## config.mk

```make
export PLATFORM = sky130hd
export DESIGN_NAME = buffered_xy_switch
export DESIGN_NICKNAME = d
export VERILOG_FILES = /design/src/rtl/buffered_xy_switch.sv
export SDC_FILE = /design/constraint.sdc
export NUM_CORES = 1
export LEC_CHECK = 0
export BUFFER_PORTS_ARGS = -buffer_cell sky130_fd_sc_hd__buf_4
export CORE_UTILIZATION = 44
export DETAILED_ROUTE_END_ITERATION = 6
export MAX_ROUTING_LAYER = met4
export PLACE_DENSITY = 0.64
export SLEW_MARGIN = 20
export SYNTH_ARGS = -nofsm -noshare
export SYNTH_HDL_FRONTEND = slang
export SYNTH_SLANG_ARGS = --single-unit
```

## constraint.sdc

```tcl
create_clock -name clk -period 4.1 [get_ports clk]
set_input_delay 0.41 -clock clk [delete_from_list [all_inputs] [get_ports clk]]
set_output_delay 0.41 -clock clk [all_outputs]
set_load 0.005 [all_outputs]
```

## src/rtl/buffered_xy_switch.sv

```systemverilog
// Input-buffered XY mesh router: three input FIFOs feed three registered outputs
// through per-output round-robin arbiters; illegal destinations are dropped and flagged.
module buffered_xy_switch #(
    parameter int x_coord     = 1,
    parameter int y_coord     = 1,
    parameter int x_size      = 2,
    parameter int y_size      = 2,
    parameter int data_width  = 8,
    parameter int total_width = 2*x_size + 2*y_size + data_width,
    parameter int fifo_depth  = 4
) (
    input  logic                   clk,
    input  logic                   rst,
    input  logic                   i_valid_l,
    input  logic                   i_valid_b,
    input  logic                   i_valid_pe,
    input  logic [total_width-1:0] i_data_l,
    input  logic [total_width-1:0] i_data_b,
    input  logic [total_width-1:0] i_data_pe,
    output logic                   o_ready_l,
    output logic                   o_ready_b,
    output logic                   o_ready_pe,
    output logic                   o_valid_r,
    output logic                   o_valid_t,
    output logic                   o_valid_pe,
    output logic [total_width-1:0] o_data_r,
    output logic [total_width-1:0] o_data_t,
    output logic [total_width-1:0] o_data_pe,
    input  logic                   i_ready_r,
    input  logic                   i_ready_t,
    input  logic                   i_ready_pe,
    output logic                   o_err,
    output logic [$clog2(fifo_depth):0] o_occ_l,
    output logic [$clog2(fifo_depth):0] o_occ_b,
    output logic [$clog2(fifo_depth):0] o_occ_pe
);
    localparam int PW = $clog2(fifo_depth);
    localparam int OW = PW + 1;
    localparam logic [x_size-1:0] XC = x_coord[x_size-1:0];
    localparam logic [y_size-1:0] YC = y_coord[y_size-1:0];
    localparam logic [1:0] RT_R = 2'd0, RT_T = 2'd1, RT_PE = 2'd2, RT_ILL = 2'd3;

    function automatic logic [1:0] route_of(input logic [total_width-1:0] d);
        logic [x_size-1:0] dx;
        logic [y_size-1:0] dy;
        dx = d[x_size+y_size-1:y_size];
        dy = d[y_size-1:0];
        if (dx > XC)                 return RT_R;
        if (dx == XC && dy > YC)     return RT_T;
        if (dx == XC && dy == YC)    return RT_PE;
        return RT_ILL;
    endfunction

    // Returns {found, index} of the first requester at or after p, wrapping mod 3.
    function automatic logic [2:0] rr_pick(input logic [1:0] p, input logic [2:0] r);
        logic [2:0] res;
        logic [2:0] sum;
        logic [1:0] k;
        res = 3'b000;
        for (int j = 2; j >= 0; j--) begin
            sum = {1'b0, p} + 3'(j);
            k   = (sum >= 3'd3) ? 2'(sum - 3'd3) : sum[1:0];
            if (r[k]) res = {1'b1, k};
        end
        return res;
    endfunction

    logic [2:0]             in_vld, out_rdy, push, pop, nonempty, ill;
    logic [total_width-1:0] in_dat [3];
    logic [total_width-1:0] head [3];
    logic [total_width-1:0] mem [3][fifo_depth];
    logic [PW-1:0]          rd_ptr [3], wr_ptr [3];
    logic [OW-1:0]          occ [3];
    logic [1:0]             route [3];
    logic [2:0]             req [3];
    logic [2:0]             pick [3];
    logic [2:0]             free, gnt_v;
    logic [1:0]             gnt_idx [3];
    logic [1:0]             ptr_q [3];
    logic [2:0]             out_vld;
    logic [total_width-1:0] out_dat [3];
    logic                   err_q;

    assign in_vld    = {i_valid_pe, i_valid_b, i_valid_l};
    assign in_dat[0] = i_data_l;
    assign in_dat[1] = i_data_b;
    assign in_dat[2] = i_data_pe;
    assign out_rdy   = {i_ready_pe, i_ready_t, i_ready_r};

    always_comb begin
        push = '0;
        pop  = '0;
        ill  = '0;
        for (int i = 0; i < 3; i++) begin
            head[i]     = mem[i][rd_ptr[i]];
            nonempty[i] = (occ[i] != '0);
            route[i]    = route_of(head[i]);
            push[i]     = in_vld[i] && (occ[i] != OW'(fifo_depth));
            ill[i]      = nonempty[i] && (route[i] == RT_ILL);
        end
        for (int o = 0; o < 3; o++) begin
            req[o] = '0;
            for (int i = 0; i < 3; i++)
                req[o][i] = nonempty[i] && (route[i] == 2'(o));
            free[o]    = !out_vld[o] || out_rdy[o];
            pick[o]    = rr_pick(ptr_q[o], req[o]);
            gnt_v[o]   = free[o] && pick[o][2];
            gnt_idx[o] = pick[o][1:0];
        end
        pop = ill;
        for (int o = 0; o < 3; o++)
            if (gnt_v[o]) pop[gnt_idx[o]] = 1'b1;
    end

    // Input FIFO storage is data-only and never reset.
    always_ff @(posedge clk) begin
        for (int i = 0; i < 3; i++)
            if (push[i]) mem[i][wr_ptr[i]] <= in_dat[i];
    end

    always_ff @(posedge clk or posedge rst) begin
        if (rst) begin
            for (int i = 0; i < 3; i++) begin
                rd_ptr[i] <= '0;
                wr_ptr[i] <= '0;
                occ[i]    <= '0;
            end
        end else begin
            for (int i = 0; i < 3; i++) begin
                if (push[i]) wr_ptr[i] <= wr_ptr[i] + 1'b1;
                if (pop[i])  rd_ptr[i] <= rd_ptr[i] + 1'b1;
                if (push[i] && !pop[i])      occ[i] <= occ[i] + 1'b1;
                else if (!push[i] && pop[i]) occ[i] <= occ[i] - 1'b1;
            end
        end
    end

    // Output registers and arbiter pointers; a stalled output holds data and valid.
    always_ff @(posedge clk or posedge rst) begin
        if (rst) begin
            for (int o = 0; o < 3; o++) begin
                out_vld[o] <= 1'b0;
                out_dat[o] <= '0;
                ptr_q[o]   <= 2'd0;
            end
            err_q <= 1'b0;
        end else begin
            for (int o = 0; o < 3; o++) begin
                if (gnt_v[o]) begin
                    out_vld[o] <= 1'b1;
                    out_dat[o] <= head[gnt_idx[o]];
                    ptr_q[o]   <= (gnt_idx[o] == 2'd2) ? 2'd0 : gnt_idx[o] + 2'd1;
                end else if (free[o]) begin
                    out_vld[o] <= 1'b0;
                end
            end
            if (|ill) err_q <= 1'b1;
        end
    end

    assign o_ready_l  = (occ[0] != OW'(fifo_depth));
    assign o_ready_b  = (occ[1] != OW'(fifo_depth));
    assign o_ready_pe = (occ[2] != OW'(fifo_depth));
    assign o_valid_r  = out_vld[0];
    assign o_valid_t  = out_vld[1];
    assign o_valid_pe = out_vld[2];
    assign o_data_r   = out_dat[0];
    assign o_data_t   = out_dat[1];
    assign o_data_pe  = out_dat[2];
    assign o_err      = err_q;
    assign o_occ_l    = occ[0];
    assign o_occ_b    = occ[1];
    assign o_occ_pe   = occ[2];
endmodule

```

==> impl_metrics.ini <==
[outcome]
outcome = finished, final reports clean

[global_routing]
antenna_found_initial = 0
grt_pass1_vias = 6822
grt-ovfl-total = 0
grt_pass1_wl_mm = 40.3
grt_max_degree = 43
grt_use_total_pct = 20.5

[cts]
hold_buffers = 0
cts-root-buf = clkbuf_16
htree_levels = 1
cts_resized = 0
ctsLongestPathBuffers = 3
clkLatencyLatePin_ps = 560
clock_sinks = 271
post_cts.repair.setup_buffers = 0
cts_tree = yes
cts_made_buffers = 29
path_clk_slew_ps = 60

[yosys]
syn_area_um2 = 11700
async_flop_share_pct = 29.2
synth.most_common_cell = edfxtp_1
yosysUniqueCellTypes = 62
synth_top_family_by_area = multiplexers
synthTopCellsByArea = edfxtp_1, dfrtp_1, mux4_2
synth-adder-area-share_pct = 3.01
syn_avg_cell_area_um2 = 16.0
synth_top_cells_by_count = edfxtp_1, dfrtp_1, mux4_2
yosys.area_share.simple_pct = 7.29
yosysTopAreaCellShare_pct = 49.2
synth_xor_area_share_pct = 1.35
synth_nets = 814
synth-edff-count = 192
ys_warn_count = 0
muxShareOfSynthArea_pct = 12.7
synth-seq-cells = 271
synth_largest_area_cell = edfxtp_1
yosys_most_used_dff = edfxtp_1
synthCells = 734
synth-compound-area-share_pct = 7.56
yosysSeqAreaShare_pct = 66.1

[cells_and_area]
diodes = 0
layout-drive-gt1-share_pct = 29.2
layout.nets = 951
area_delta_synth_final_pct = 19.1
fill_cells = 2143

[setup_path]
cpPeakStageDelay_ps = 560
critPathArrivalTime_ps = 4150
cp_slowest_cell = or4b_4
critPathRequiredTime_ps = 4570
setup.worst_path.class = reg -> reg
critPathMaxFanout = 8
path_cells = nand2b_1 -> mux4_2 -> nor4b_4 -> nor2_1 -> or4b_4 -> nor2b_4 -> nor3_4 -> ha_1 -> inv_1 -> fa_1 -> xor2_1 -> nor2_1 -> xor2_1
crit_buf_inv = 1
worstSetupStartpointType = flip-flop
cp-end-kind = flip-flop
cp_top_family = simple AND/OR/NAND/NOR gates

[detailed_routing]
via_count = 6860
drtIter0Drc = 449
routed_wl_mm = 26.2
detail_route.vias_per_cell = 5.58
wl_per_cell_um = 21.4
ant_nets = 0
drc = 0
dr.pass1.iters = 5

[run]
cap_violations = 0

[placement]
place_hpwl_mm = 18.6
numPortBuffers = 119
gp_congestion = 0.881

[sta]
rsz0062_at_grt = no
max-slew-margin-rel_pct = 38.4
finalHoldViolations = 0
slew_viol_final = 0
finalCriticalPeriod_ps = 3680
tns_ps = 0
fmax_mhz = 272
finalClockSkew_ps = 12.0
period_share_pct = 89.6
worst_pin_slew_ps = 924
hold_slack_ps = 2.43
setup_viol = 0

[floorplanning]
die_x_um = 165
core-area_um2 = 26100
die_h_um = 165
io-pin-count = 120
start_util_pct = 45.0
rows = 59
dieArea_um2 = 27300

[power_and_ir_drop]
finalPower_uw = 11900
ir_worst_vdd_v = 0.000415
power_density_nw_per_um2 = 854
p_leak_uw = 0.00535

[hold_path]
worstHoldPathType = in -> async
-- cell families after synthesis --
kind of cell             Yosys count
XOR/XNOR                          18
multiplexers                      85
AO/OA/AOI/OAI                    122
buffers and inverters             57
adder cells (fa/ha/maj)           27
AND/OR/NAND/NOR                  154
flip-flops                       271
-- state kept, by name, indices dropped and copies added (netlist names) --
register	cells
mem	192
o_data_pe	16
o_data_r	16
o_data_t	16
o_err	1
o_occ_b	3
o_occ_l	3
o_occ_pe	3
out_vld	3
ptr_q	6
rd_ptr	6
wr_ptr	6
-- routing by layer --
layer  up-vias  wire length, um  share of wire (%)  global-route usage, %
met5         -                0                  0                      -
met4         0              465                1.8                   4.55
met3        34             1140                4.4                   2.67
met2       177            13200                 50                   33.9
met1      3503            11400                 43                   27.1
li1       3146                -                  -                      -
-- worst paths after layout --
check,from,to,slack [ps],cells past startpoint
setup / recovery,mem[0][163]$_DFFE_PP_,o_occ_l[2]$_DFFE_PP0P_,420,13
hold / removal,rst,o_data_r[3]$_DFFE_PP0N_,2,2
setup reg to reg,mem[0][163]$_DFFE_PP_,o_occ_l[2]$_DFFE_PP0P_,420,13
hold reg to reg,o_data_pe[2]$_DFFE_PP0N_,o_data_pe[2]$_DFFE_PP0N_,470,1
max in group asynchronous,rst,o_data_pe[12]$_DFFE_PP0N_,3100,3
min in group clk,i_data_pe[7],mem[0][135]$_DFFE_PP_,50,1
-- cells in the final DEF, fill, tap and decap left out, drive strengths merged, types with 2 or more instances in the layout --
cell type  count
a211o          3
a21o           3
a21oi          8
a221o         14
a222oi         2
a22oi         34
and2           9
and3          20
buf          143
clkbuf        43
clkinv         9
dfrtp         79
edfxtp       192
fa             3
ha            21
inv           20
maj3           3
mux2          17
mux2i         19
mux4          49
nand2         26
nand2b        14
nand3         20
nand4          2
nor2          34
nor2b          8
nor3           7
o211a          2
o21ai         41
or3            6
or4b           2
xnor2         12
xor2           6
-- worst reg2reg max path, delay by kind of cell (launching register included) --
family | cells | cell delay [ps]
flip-flops | 1 | 370
buffers and inverters | 1 | 60
adder cells (fa/ha/maj) | 2 | 570
multiplexers | 1 | 510
AND/OR/NAND/NOR | 7 | 1780
XOR/XNOR | 2 | 310
-- area by class of cell --
cell class              count  area, um^2  area share (%)
clock buffers              43         810            5.80
clock inverters            11        93.8           0.672
inverters                  20        76.3           0.547
multi-input cells         406        3750            26.8
flip-flops and latches    271        7740            55.5
well taps                 335         419            3.00
repair buffers            143        1070            7.69
-- where the power goes --
group          switching, uW  internal, uW  total, uW
combinational           2820          2400       5210
clock                   1040          1430       2480
sequential               463          3770       4230
total                   4320          7600      11900
-- through the flow --
step / setup slack [ps] / cells / instance area (um^2) / util [%]
floorplan: 483 / 734 / 11700 / -
global placement: 448 / 1175 / 13100 / 50.1
detailed placement: 433 / 1175 / 13100 / 50.1
CTS: 411 / 1229 / 14000 / 53.6
global route: 226 / 1229 / 14000 / 53.6
finish: 425 / 1229 / 14000 / 53.6
(Power assumes the default switching activity.)
